[src/rtl/if_stage.sv]
// rtl/if_stage.sv - MIPS pipelined instruction-fetch stage with handshaked imem port and IF/ID register
module if_stage #(
    parameter logic [31:0] RESET_PC = 32'h0000_0000,
    parameter logic [31:0] NOP      = 32'h0000_0000
) (
    input  logic        clk,
    input  logic        rst_n,
    input  logic        stall,
    input  logic        redirect_valid,
    input  logic [31:0] redirect_pc,
    output logic        imem_req,
    output logic [31:0] imem_addr,
    input  logic        imem_ready,
    input  logic [31:0] imem_rdata,
    output logic        id_valid,
    output logic [31:0] id_instr,
    output logic [31:0] id_pc,
    output logic [31:0] id_pcplus4
);

    typedef enum logic [1:0] {BOOT, FETCH, HOLD, DRAIN} state_t;

    state_t      state, state_nx;
    logic [31:0] fetch_addr, fetch_addr_nx;
    logic [31:0] pend_pc, pend_pc_nx;
    logic [31:0] hold_word, hold_word_nx;
    logic        id_valid_nx;
    logic [31:0] id_instr_nx, id_pc_nx, id_pcplus4_nx;
    logic        id_accept;
    logic [31:0] addr_inc;

    assign id_accept = !stall || !id_valid;
    assign addr_inc  = fetch_addr + 32'd4;
    assign imem_req  = (state == FETCH) || (state == DRAIN);
    assign imem_addr = fetch_addr;

    always_comb begin
        state_nx      = state;
        fetch_addr_nx = fetch_addr;
        pend_pc_nx    = pend_pc;
        hold_word_nx  = hold_word;
        id_valid_nx   = id_valid;
        id_instr_nx   = id_instr;
        id_pc_nx      = id_pc;
        id_pcplus4_nx = id_pcplus4;
        case (state)
            BOOT: state_nx = FETCH;
            FETCH: begin
                if (redirect_valid) begin
                    id_valid_nx = 1'b0;
                    id_instr_nx = NOP;
                    if (imem_ready) begin
                        fetch_addr_nx = redirect_pc;
                    end else begin
                        // Access already in flight: remember the target and wait it out.
                        pend_pc_nx = redirect_pc;
                        state_nx   = DRAIN;
                    end
                end else if (imem_ready && id_accept) begin
                    id_valid_nx   = 1'b1;
                    id_instr_nx   = imem_rdata;
                    id_pc_nx      = fetch_addr;
                    id_pcplus4_nx = addr_inc;
                    fetch_addr_nx = addr_inc;
                end else if (imem_ready) begin
                    hold_word_nx = imem_rdata;
                    state_nx     = HOLD;
                end
            end
            HOLD: begin
                if (redirect_valid) begin
                    id_valid_nx   = 1'b0;
                    id_instr_nx   = NOP;
                    fetch_addr_nx = redirect_pc;
                    state_nx      = FETCH;
                end else if (!stall) begin
                    id_valid_nx   = 1'b1;
                    id_instr_nx   = hold_word;
                    id_pc_nx      = fetch_addr;
                    id_pcplus4_nx = addr_inc;
                    fetch_addr_nx = addr_inc;
                    state_nx      = FETCH;
                end
            end
            DRAIN: begin
                if (redirect_valid) begin
                    pend_pc_nx = redirect_pc;
                end
                if (imem_ready) begin
                    fetch_addr_nx = redirect_valid ? redirect_pc : pend_pc;
                    state_nx      = FETCH;
                end
            end
            default: state_nx = BOOT;
        endcase
    end

    always_ff @(posedge clk or negedge rst_n) begin
        if (!rst_n) begin
            state      <= BOOT;
            fetch_addr <= RESET_PC;
            pend_pc    <= 32'd0;
            hold_word  <= 32'd0;
            id_valid   <= 1'b0;
            id_instr   <= NOP;
            id_pc      <= 32'd0;
            id_pcplus4 <= 32'd0;
        end else begin
            state      <= state_nx;
            fetch_addr <= fetch_addr_nx;
            pend_pc    <= pend_pc_nx;
            hold_word  <= hold_word_nx;
            id_valid   <= id_valid_nx;
            id_instr   <= id_instr_nx;
            id_pc      <= id_pc_nx;
            id_pcplus4 <= id_pcplus4_nx;
        end
    end

endmodule

[config.mk]
export PLATFORM = sky130hd
export DESIGN_NAME = if_stage
export DESIGN_NICKNAME = d
export VERILOG_FILES = /design/src/rtl/if_stage.sv
export SDC_FILE = /design/constraint.sdc
export NUM_CORES = 1
export LEC_CHECK = 0
export BUFFER_PORTS_ARGS = -buffer_cell sky130_fd_sc_hd__buf_2
export CAP_MARGIN = 20
export CORE_MARGIN = 5
export CORE_UTILIZATION = 33
export DETAILED_ROUTE_END_ITERATION = 12
export PLACE_DENSITY = 0.64
export SKIP_LAST_GASP = 1
export SYNTH_ARGS = -nofsm -noshare
export SYNTH_HDL_FRONTEND = slang
export SYNTH_SLANG_ARGS = --single-unit
[constraint.sdc]
create_clock -name clk -period 2.83 [get_ports clk]
set_input_delay 0.1415 -clock clk [delete_from_list [all_inputs] [get_ports clk]]
set_output_delay 0.1415 -clock clk [all_outputs]
set_load 0.1 [all_outputs]
==> run metrics <==
final wirelength 28200 um; Critical Path Slowest Stage Cell a211o_2; number of distinct standard cells referenced by the synthesized netlist 66; Synth area leaders dfrtp_1 50%, mux2_2 11%, nand2_1 5.9%; vias in the first global route slightly above 8000; number of flops mapped to enable cells by yosys 0; Max Cap Viol 0; Congestion Overflow GR 0; floorplan core area between 20000 and 30000 um^2; asr flop ratio synth 100.0%; worst hold endpoint state[0]; number of antenna violations at the first check in global routing 6; startpoint kind of the worst setup timing path register; dominant register cell in the synthesized netlist dfrtp_1; CTS Root Cell clkbuf_16; DRC Markers 0; clock tree from TritonCTS done; Die X-Extent 180.8 um; setup TNS 0 ns; first-pass GRT wire length 45570 um; hold_sp imem_ready; share of synthesized area occupied by flip-flops and latches 50.18%; Req. time, crit path 3.13 ns; Area growth, synth to finish 26.97%; count of yosys warnings during synthesis 0; global-route total usage across every layer 17.11%; crit end category register; cell count after synthesis 932; Starting Density 33.44%; mean instance size in the synthesized netlist 10.33 um^2; number of synthesized register bits between 150 and 200; number of failing setup endpoints in the final timing report 0; time the final worst path needs with I/O delays and setup 2.486 ns; CP max stage delay 0.53 ns; Hold Crit Class primary input to register; startpoint of the lowest-slack register-to-register path state[1]; via-per-instance ratio 5.143; Post-DP HPWL roughly 20000 um; Synth Net Count just over 1000; flop-to-flop setup slack 0.34 ns; biggest area consumer among synthesized cells dfrtp_1; Final Hold Viols 0; routability-driven placement congestion ratio 0.8278; DRC marker count from the first detailed-route iteration 510; highest clock frequency the design can meet 402.2 MHz; buffers from clock root to sink, at most 2; number of max-slew violations in the final report 0; fraction of final layout cells with drive strength greater than 1 32.02%; endpoint of the most critical register-to-register path id_pcplus4[7]; critical path arrival around 2.8 ns; Post-DRT Antenna Nets 0; post-synth design cell area 9625 um^2; cell chain of the critical path inv_1 > ha_1 > o21a_1 > a211o_2 > buf_4 > o21ai_0; area share of the largest cell type after synthesis about half; worst r2r path cells 6; post-CTS clock slew at the launch and capture registers of the worst setup and hold paths 0.07 ns; cell row count 62; total clock buffers created by CTS 17; unrepaired setup endpoints after global routing false; Total Die Area 32680 um^2; num ports 199; TritonCTS Sinks between 150 and 200; Post-Route Skew approximately 0.018 ns; clock latency reported for the late side of the worst-skew pair approximately 0.44 ns; Chip Height about 180 um; max_slew headroom 51.07%; Tcrit/Tclk final 87.85%; number of port buffers approximately 200; Worst-Margin Slew 0.7340 ns; detailed-routing iteration count for the pre-antenna-repair pass 5; worst hold path depth 3; result of the run finished clean; H-tree levels 4; routed wirelength normalized by instance count 18.13 um; critical path peak fanout 39; pin count of the biggest net entering global routing 82; net count reported at finish between 1000 and 1500; total via count in the routed design 8003; category of the most critical setup path register to register
-- worst max-delay path: cells and delay by family (launching register included) --
kind | cells | cell delay (ns)
flops | 1 | 0.42
buf+inv | 2 | 0.55
fa+ha+maj | 1 | 0.46
compound gates | 3 | 0.91
-- what timing repair did --
item,in CTS,in global routing
resized for setup,0,0
endpoints found under the hold margin,145,0
hold buffers,65,0
buffers inserted,0,0
-- Yosys cell counts, types with 3 or more instances --
cell	count
dfrtp_1	193
nand2_1	151
mux2_2	98
nor2_1	68
clkbuf_1	38
mux2i_1	37
o21ai_0	37
buf_2	33
nand4_1	22
a21oi_1	20
nand3_1	18
a31oi_1	14
nor4_1	12
a22o_1	11
inv_1	10
or3_1	10
or4_1	10
xnor2_1	10
o211ai_1	9
o31ai_1	9
a211o_1	7
buf_4	7
o21a_1	7
nor3_1	6
o311ai_0	6
a22oi_1	5
ha_1	5
a2bb2oi_1	4
and2_1	4
and3_1	4
and4_1	4
nor2b_1	4
o211a_1	4
o22ai_1	4
a222oi_1	3
buf_1	3
clkbuf_2	3
o2bb2ai_1	3
xor2_1	3
-- routing by layer --
metal / up-vias / global-route usage (%) / routed length [um]
li1: 3801 / - / -
met1: 3891 / 23.84 / 12810
met2: 261 / 26.46 / 12730
met3: 40 / 4.665 / 2058
met4: 10 / 4.537 / 545
met5: - / 0 / 56
-- cells in the final DEF, fill, tap and decap left out, types with 5 or more instances in the layout --
cell           synthesis  routed
a31oi_1               14      14
inv_1                 10      10
o21a_1                 7       6
nand4_1               22      22
o21ai_0               37      37
buf_2                 33     197
nand3_1               18      18
dlygate4sd3_1          0      65
dfrtp_1              193     193
a211o_1                7       6
o311ai_0               6       6
clkbuf_16              0      17
nand2_1              151     151
nor2_1                68      68
a22o_1                11      11
a22oi_1                5       5
xnor2_1               10      10
inv_6                  0       5
a21oi_1               20      20
o211ai_1               9       9
o31ai_1                9       9
buf_4                  7      27
nor3_1                 6       6
or3_1                 10      10
nor4_1                12      12
mux2_2                98      98
mux2i_1               37      37
or4_1                 10      10
-- cell families after synthesis --
kind of cell | share of synthesized area, %
buffers and inverters | 4.407
AO/OA/AOI/OAI | 12.21
flip-flops | 50.18
multiplexers | 15.31
AND/OR/NAND/NOR | 16.07
adder cells (fa/ha/maj) | 0.6499
XOR/XNOR | 1.183
-- layout make-up --
type	count	area (um^2)
sequential	193	4830
antenna	1	2.502
inverter	10	37.54
timing repair buffer	292	1893
clock inverter	14	151.4
fill	2790	16560
tap	384	480.5
clock buffer	17	425.4
multi-input combinational	645	4402
-- state kept, by name (all words and copies together), names as in the netlist --
register and cells:
id_valid 1, state 2, id_pc 32, imem_addr 32, id_instr 32, pend_pc 32
id_pcplus4 30, hold_word 32
-- per-stage QoR --
stage / setup WS (ns) / hold WS (ns) / cells / cell area (um^2) / utilization, %
6_report: 0.3439 / 0.1461 / 1556 / 12220 / 42.47
5_1_grt: 0.1096 / 0.1323 / 1556 / 12220 / 42.47
4_1_cts: 0.3281 / 0.1192 / 1555 / 12220 / 42.46
3_5_place_dp: 0.3316 / 0.2542 / 1459 / 10990 / 38.19
3_3_place_gp: 0.4330 / 0.2334 / 1459 / 10990 / 38.19
2_1_floorplan: 0.2161 / -0.1541 / 932 / 9625 / -
-- worst max-delay path by stage --
stage / from / to / slack (ns) / depth (start not counted)
6_report: state[1] / id_pcplus4[7] / 0.34 / 6
5_1_grt: state[1] / id_pcplus4[11] / 0.11 / 6
4_1_cts: state[1] / id_pcplus4[14] / 0.33 / 6
3_5_place_dp: state[1] / id_pcplus4[14] / 0.33 / 6
3_3_place_gp: state[1] / id_pcplus4[16] / 0.43 / 6
2_1_floorplan: imem_addr[3] / id_pcplus4[28] / 0.22 / 6
Power is not shown: default switching activity piles up to over one toggle a cycle in this logic, so the estimate is an artifact.
